--- src/rtl/nic_channel_interface.sv ---
// nic_channel_interface: processor-visible NIC with single-entry ejection and
// injection buffers, ready/valid router handshake and VC polarity send gating.
module nic_channel_interface #(
  parameter int DATA_WIDTH = 64,
  parameter int VC_BIT     = 63
) (
  input  logic                  clk,
  input  logic                  reset,
  input  logic [1:0]            addr,
  input  logic                  nicEn,
  input  logic                  nicEnWr,
  input  logic [DATA_WIDTH-1:0] d_in,
  output logic [DATA_WIDTH-1:0] d_out,
  input  logic                  net_si,
  output logic                  net_ri,
  input  logic [DATA_WIDTH-1:0] net_di,
  output logic                  net_so,
  input  logic                  net_ro,
  output logic [DATA_WIDTH-1:0] net_do,
  input  logic                  net_polarity
);

  localparam logic [1:0] A_IBUF = 2'b00;
  localparam logic [1:0] A_ISTS = 2'b01;
  localparam logic [1:0] A_OBUF = 2'b10;
  localparam logic [1:0] A_OSTS = 2'b11;

  logic [DATA_WIDTH-1:0] r_in_buf, r_out_buf, r_d_out, r_net_do;
  logic                  r_in_full, r_out_full, r_net_so;

  logic w_rd, w_wr, w_accept, w_rd_ibuf, w_load_obuf, w_send;

  assign w_rd        = nicEn & ~nicEnWr;
  assign w_wr        = nicEn &  nicEnWr;
  assign w_accept    = net_si & ~r_in_full;
  assign w_rd_ibuf   = w_rd & (addr == A_IBUF);
  // A store that lands on the same edge as a send sees out_full=1 and is dropped.
  assign w_load_obuf = w_wr & (addr == A_OBUF) & ~r_out_full;
  assign w_send      = r_out_full & net_ro & (net_polarity == r_out_buf[VC_BIT]);

  assign net_ri = ~r_in_full;
  assign d_out  = r_d_out;
  assign net_so = r_net_so;
  assign net_do = r_net_do;

  // Ejection buffer: capture from the router when empty, drain on a buffer read.
  // An accept can only happen while empty, so it takes precedence over a read
  // of the (already empty) buffer and the incoming packet is never lost.
  always_ff @(posedge clk) begin
    if (reset) begin
      r_in_buf  <= '0;
      r_in_full <= 1'b0;
    end else if (w_accept) begin
      r_in_buf  <= net_di;
      r_in_full <= 1'b1;
    end else if (w_rd_ibuf) begin
      r_in_full <= 1'b0;
    end
  end

  // Injection buffer: filled by a processor store, emptied by a send.
  always_ff @(posedge clk) begin
    if (reset) begin
      r_out_buf  <= '0;
      r_out_full <= 1'b0;
    end else if (w_load_obuf) begin
      r_out_buf  <= d_in;
      r_out_full <= 1'b1;
    end else if (w_send) begin
      r_out_full <= 1'b0;
    end
  end

  // Registered load data; holds its value when no read is issued.
  always_ff @(posedge clk) begin
    if (reset) begin
      r_d_out <= '0;
    end else if (w_rd) begin
      unique case (addr)
        A_IBUF:  r_d_out <= r_in_buf;
        A_ISTS:  r_d_out <= {{(DATA_WIDTH-1){1'b0}}, r_in_full};
        A_OBUF:  r_d_out <= '0;
        A_OSTS:  r_d_out <= {{(DATA_WIDTH-1){1'b0}}, r_out_full};
        default: r_d_out <= '0;
      endcase
    end
  end

  // Router-side output: one-cycle valid pulse per packet, data held between sends.
  always_ff @(posedge clk) begin
    if (reset) begin
      r_net_so <= 1'b0;
      r_net_do <= '0;
    end else begin
      r_net_so <= w_send;
      if (w_send) r_net_do <= r_out_buf;
    end
  end

endmodule
--- config.mk ---
export PLATFORM = sky130hd
export DESIGN_NAME = nic_channel_interface
export DESIGN_NICKNAME = d
export VERILOG_FILES = /design/src/rtl/nic_channel_interface.sv
export SDC_FILE = /design/constraint.sdc
export NUM_CORES = 1
export LEC_CHECK = 0
export CAP_MARGIN = 20
export CORE_MARGIN = 4
export CORE_UTILIZATION = 35
export DETAILED_ROUTE_END_ITERATION = 7
export SKIP_LAST_GASP = 1
export SYNTH_ARGS = -nofsm -noshare
export SYNTH_HDL_FRONTEND = slang
export SYNTH_SLANG_ARGS = --single-unit
--- constraint.sdc ---
create_clock -name clk -period 1.8 [get_ports clk]
set_clock_uncertainty 0.1 [all_clocks]
set_input_delay 0.36 -clock clk [delete_from_list [all_inputs] [get_ports clk]]
set_output_delay 0.36 -clock clk [all_outputs]
set_load 0.05 [all_outputs]
==> results of run 1 <==
==> state kept, by name (all words and copies together) (netlist names) <==
| signal | flops |
|---|---|
| net_so | 1 |
| r_in_buf | 64 |
| d_out | 64 |
| r_in_full | 1 |
| r_out_full | 1 |
| net_do | 64 |
| r_out_buf | 64 |
==> area by class of cell <==
class / instances / area [sq um]
clock buffer: 45 / 876
clock inverter: 6 / 65.1
fill: 2447 / 13000
inverter: 2 / 12.5
multi-input combinational: 656 / 3680
sequential: 259 / 5190
tap: 335 / 419
timing repair buffer: 305 / 2850
==> what timing repair did <==
action	4_1_cts	5_1_grt
endpoints found under the setup margin	0	1
gates resized for setup	0	1
hold endpoints to repair	0	0
==> power breakdown <==
group / total, uW / switching [uW] / leakage, uW / internal [uW]
Sequential: 5920 / 57.0 / 0.00210 / 5860
Combinational: 945 / 465 / 0.00297 / 480
Clock: 5740 / 2270 / 0.000461 / 3460
==> stage by stage <==
step           hold slack (ns)  instance area (sq um)   util  std cells
6_report                 0.161                  13100  0.501       1608
4_1_cts                  0.133                  13100  0.501       1608
3_3_place_gp             0.341                  12100  0.465       1557
5_1_grt                  0.161                  13100  0.501       1608
2_1_floorplan            0.336                   9300      -        995
3_5_place_dp             0.346                  12100  0.465       1557
==> Yosys cell counts (2+ instances only) <==
cell type | number | area share
a21oi_1 | 64 | 0.034
a22oi_1 | 63 | 0.051
buf_2 | 33 | 0.018
buf_4 | 10 | 0.0081
buf_6 | 7 | 0.0085
buf_8 | 4 | 0.0065
clkbuf_1 | 24 | 0.0097
dfxtp_1 | 259 | 0.56
mux2i_1 | 129 | 0.14
nand2_1 | 322 | 0.13
nand2b_1 | 2 | 0.0013
nor2_1 | 65 | 0.026
==> worst paths after layout <==
path                        startpoint                         to  slack [ns]  cells after the start
max             r_in_full$_SDFFE_PP0P_                     net_ri        0.18                      2
min reg2reg  r_in_buf[37]$_SDFFE_PP0P_  r_in_buf[37]$_SDFFE_PP0P_        0.35                      2
min                              reset    r_out_full$_SDFFE_PP0P_        0.16                      3
max reg2reg    r_out_full$_SDFFE_PP0P_      d_out[0]$_SDFFE_PP0P_        0.39                      3
==> worst reg2reg max path, stage by stage (launching register included) <==
cell and delay [ns]:
dfxtp_1 0.56, mux2i_1 0.13, or3b_1 0.40, a31oi_1 0.15
==> layer usage <==
layer / global-route usage / vias to the layer above / wire length [um]
met3: 0.0434 / 30 / 2200
met4: 0.0338 / 2 / 386
met1: 0.226 / 3454 / 11700
met2: 0.236 / 242 / 10300
met5: 0 / - / 17
li1: - / 3802 / -
==> cells by family after synthesis <==
group                     Yosys count
xor gates and xnor gates            1
buffers and inverters              80
AOI/OAI and AO/OA                 131
muxes                             129
and+or+nand+nor                   395
DFF                               259
==> reports/qor.csv, run 1 <==
metric,value,unit
setup_violations,0,
synth-adder-area-share,0,
h-tree-depth,1,
hp-class,in2reg,
yosysUniqueCellTypes,25,
wire_per_inst,15.3,um
syn_nets,1132,
globalplace.congestion,0.764,
die-area,29200,sq um
avgViaCountPerCell,4.68,
synth.area.mux_share,0.139,
via_count,7530,
grt_setup_unrepaired,false,
dp_slack,-0.214,ns
final_max_slew_viol_count,0,
peakVddDrop,0.548,mV
layout_common_cells,"322 x nand2_1, 258 x dfxtp_1, 152 x buf_4",
syn_area,9300,sq um
cts_hold_buf,0,
drv_cap,0,
synthXorXnorAreaFrac,0.000942,
syn_to_final_growth,40.7,%
synth_top_family_by_area,simple AND/OR/NAND/NOR gates,
max_slew_margin,0.601,
die_y,171,um
drt_pre_antenna_iters,5,
crit_family,flip-flops,
grt_pass1_vias,7322,
io-pin-count,267,
grt_pass1_wl,38100,um
endpoint_kind,output pin,
start_util,0.356,
clk_pin_slew,0.06,ns
ys_seq_elements,259,
synthSimpleGateAreaFrac,0.163,
synth_edf_count,0,
cts_buffer_depth,3,
p_leak,0.00553,uW
cts_made_buffers,28,
grtUsageTotal,0.157,
cts_sinks,259,
syn_inst,995,
synth-async-reset-ratio,0,
finalWorstSetupSlack,0.176,ns
tns,0,ns
drtAntennaViolNets,0,
arrival,1.16,ns
num_antenna_cells,0,
antenna_found_initial,1,
synthFlopType,dfxtp_1,
hold_viol,0,
cts_tree,built,
grt_max_degree,131,
path_cells,inv_1 > buf_12,
cts_root_buf,clkbuf_16,
yosysWarnings,0,
nNetsFinal,1389,
cp-start-kind,flop,
detailed_place_hpwl,16800,um
core_area,26100,sq um
worst_pin_slew,0.598,ns
crit_fanout,6,
ys_seq_area_frac,0.558,
grt-ovfl-total,0,
synth-compound-area-share,0.0884,
routed_wl,24600,um
port_buffers,266,
clk_latency,0.53,ns
drc,0,
layout-drive-gt1-share,0.174,
rows,59,
p_total,12600,uW
criticalPathCategory,reg2out,
required,1.34,ns
avgSynthCellArea,9.35,sq um
max_stage_delay,0.40,ns
crit_slowest_cell,dfxtp_2,
fmax,616,MHz
post-route-min-period,1.62,ns
p_per_area,963,nW/um^2
fin_crit_sh,0.902,
postCtsSetupBuffers,0,
crit_buf_inv,2,
drt_iter0_drc,529,
status,"finished, final reports clean",
die_x,171,um
final_common_cell,nand2_1,
Power figures use the tool's default switching activity.
==> run 2, diff against run 1 <==
- CORE_MARGIN: 4 -> unset
- CORE_UTILIZATION: 35 -> 51
- MAX_ROUTING_LAYER: unset -> met4
- PLACE_DENSITY: unset -> 0.85
==> reports/qor.csv, run 2 (same netlist as run 1, synthesis figures left out) <==
metric,value,unit,change
fmax,588,MHz,was 616 MHz
drt-met1-wl,9450,um,"was 11,700 um"
grt_pass1_wl,35300,um,"was 38,100 um"
layout-drive-gt1-share,0.172,,was 0.174
antenna_found_initial,0,,was 1
peakVddDrop,0.720,mV,was 0.548 mV
syn_to_final_growth,39.5,%,was 40.7%
final_max_slew_viol_count,0,,unchanged
globalplace.congestion,0.770,,was 0.764
avgViaCountPerCell,5.12,,was 4.68
grtUsageTotal,0.241,,was 0.157
cts_hold_buf,0,,unchanged
drc,0,,unchanged
die_x,137,um,was 171 um
num_antenna_cells,0,,unchanged
arrival,1.24,ns,was 1.16 ns
h-tree-depth,1,,unchanged
wl_met3,1950,um,was 2200 um
cts_tree,built,,unchanged
criticalPathCategory,reg2out,,unchanged
tns,0,ns,unchanged
p_leak,0.00554,uW,was 0.00553 uW
final_common_cell,nand2_1,,unchanged
hold_viol,0,,unchanged
wl_met2,11000,um,"was 10,300 um"
path_cells,inv_1 > buf_4,,was inv_1 > buf_12
worst-r2r-cell-count,4,,was 3
fin_crit_sh,0.945,,was 0.902
grt-ovfl-total,0,,unchanged
wire_per_inst,15.3,um,about the same
io-pin-count,267,,unchanged
final_cells,1498,,"was 1,608"
cts_sinks,259,,unchanged
holdPathStages,4,,was 3
postCtsSetupBuffers,0,,unchanged
post_cts_resize_count,0,,unchanged
crit_fanout,6,,unchanged
post-route-min-period,1.70,ns,was 1.62 ns
routed_wl,22900,um,"was 24,600 um"
clk_pin_slew,0.06,ns,about the same
port_buffers,266,,unchanged
die_y,137,um,was 171 um
via_count,7665,,"was 7,530"
clk_latency,0.51,ns,was 0.53 ns
whs,0.167,ns,was 0.161 ns
die-area,18800,sq um,"was 29,200 sq um"
drtAntennaViolNets,0,,unchanged
max_slew_margin,0.634,,was 0.601
top_layer,met4,,was met5
nNetsFinal,1387,,"was 1,389"
grt_setup_unrepaired,false,,unchanged
hp-class,in2reg,,unchanged
cts_buffer_depth,3,,unchanged
required,1.34,ns,about the same
grt_max_degree,131,,unchanged
drv_cap,0,,unchanged
rows,49,,was 59
endpoint_kind,output pin,,unchanged
crit_slowest_cell,dfxtp_1,,was dfxtp_2
status,"finished, final reports clean",,unchanged
layout_common_cells,"322 x nand2_1, 259 x dfxtp_1, 146 x buf_4",,"was 322 x nand2_1, 258 x dfxtp_1, 152 x buf_4"
start_util,0.519,,was 0.356
placed_cells,1450,,"was 1,557"
drt_iter0_drc,351,,was 529
setup_violations,0,,unchanged
cts_root_buf,clkbuf_16,,unchanged
core_area,17900,sq um,"was 26,100 sq um"
cts_made_buffers,27,,was 28
detailed_place_hpwl,15600,um,"was 16,800 um"
cp-start-kind,flop,,unchanged
worst_pin_slew,0.550,ns,was 0.598 ns
grt_pass1_vias,7345,,"was 7,322"
drt_pre_antenna_iters,4,,was 5
max_stage_delay,0.45,ns,was 0.40 ns
p_per_area,960,nW/um^2,was 963 nW/um^2
run 2: cell count changes in the layout (fill, tap and decap cells not counted), sizes merged:
cell / change
clkbuf: -6
bufinv: +2
clkinv: +2
buf: -1
inv: -1
run 2: worst max-delay path, delay by kind of cell, from the launching register on:
kind | cells | cell delay (ns)
DFF | 1 | 0.45
buffers and inverters | 2 | 0.28
run 2: routing by layer:
layer,track usage,up-vias
met5,-,-
met3,0.0522,41
met2,0.415,259
li1,-,3805
met1,0.282,3560
met4,0.0659,0
run 2: per-stage QoR:
stage | worst slack [ns] | cell area [sq um] | power [uW] | util
after floorplan | 0.477 | 9300 | 6480 | -
after global placement | -0.145 | 12100 | 6970 | 0.674
after detailed placement | -0.211 | 12100 | 6980 | 0.674
after CTS | 0.0838 | 13000 | 12500 | 0.725
after global routing | 0.0481 | 13000 | 12900 | 0.725
final | 0.0988 | 13000 | 12500 | 0.725
run 2: area by class of cell:
cell class	count	area [sq um]
Clock buffer	39	781
Clock inverter	9	126
Fill cell	1296	4930
Inverter	2	12.5
Multi-Input combinational cell	656	3680
Sequential cell	259	5180
Tap cell	229	287
Timing Repair Buffer	304	2910
run 2: where the power goes:
group,switching (uW),total (uW),leakage (uW),internal (uW)
logic,458,947,0.00299,490
clock network,2170,5600,0.000445,3430
registers,60.6,5920,0.00210,5860
run 2: worst paths after layout:
kind | slack (ns) | endpoint | start
max reg2reg | 0.34 | net_do[1]$_SDFFE_PP0P_ | r_out_buf[63]$_SDFFE_PP0P_
min reg2reg | 0.35 | r_in_buf[55]$_SDFFE_PP0P_ | r_in_buf[55]$_SDFFE_PP0P_
min | 0.17 | net_do[54]$_SDFFE_PP0P_ | reset
max | 0.1 | net_ri | r_in_full$_SDFFE_PP0P_
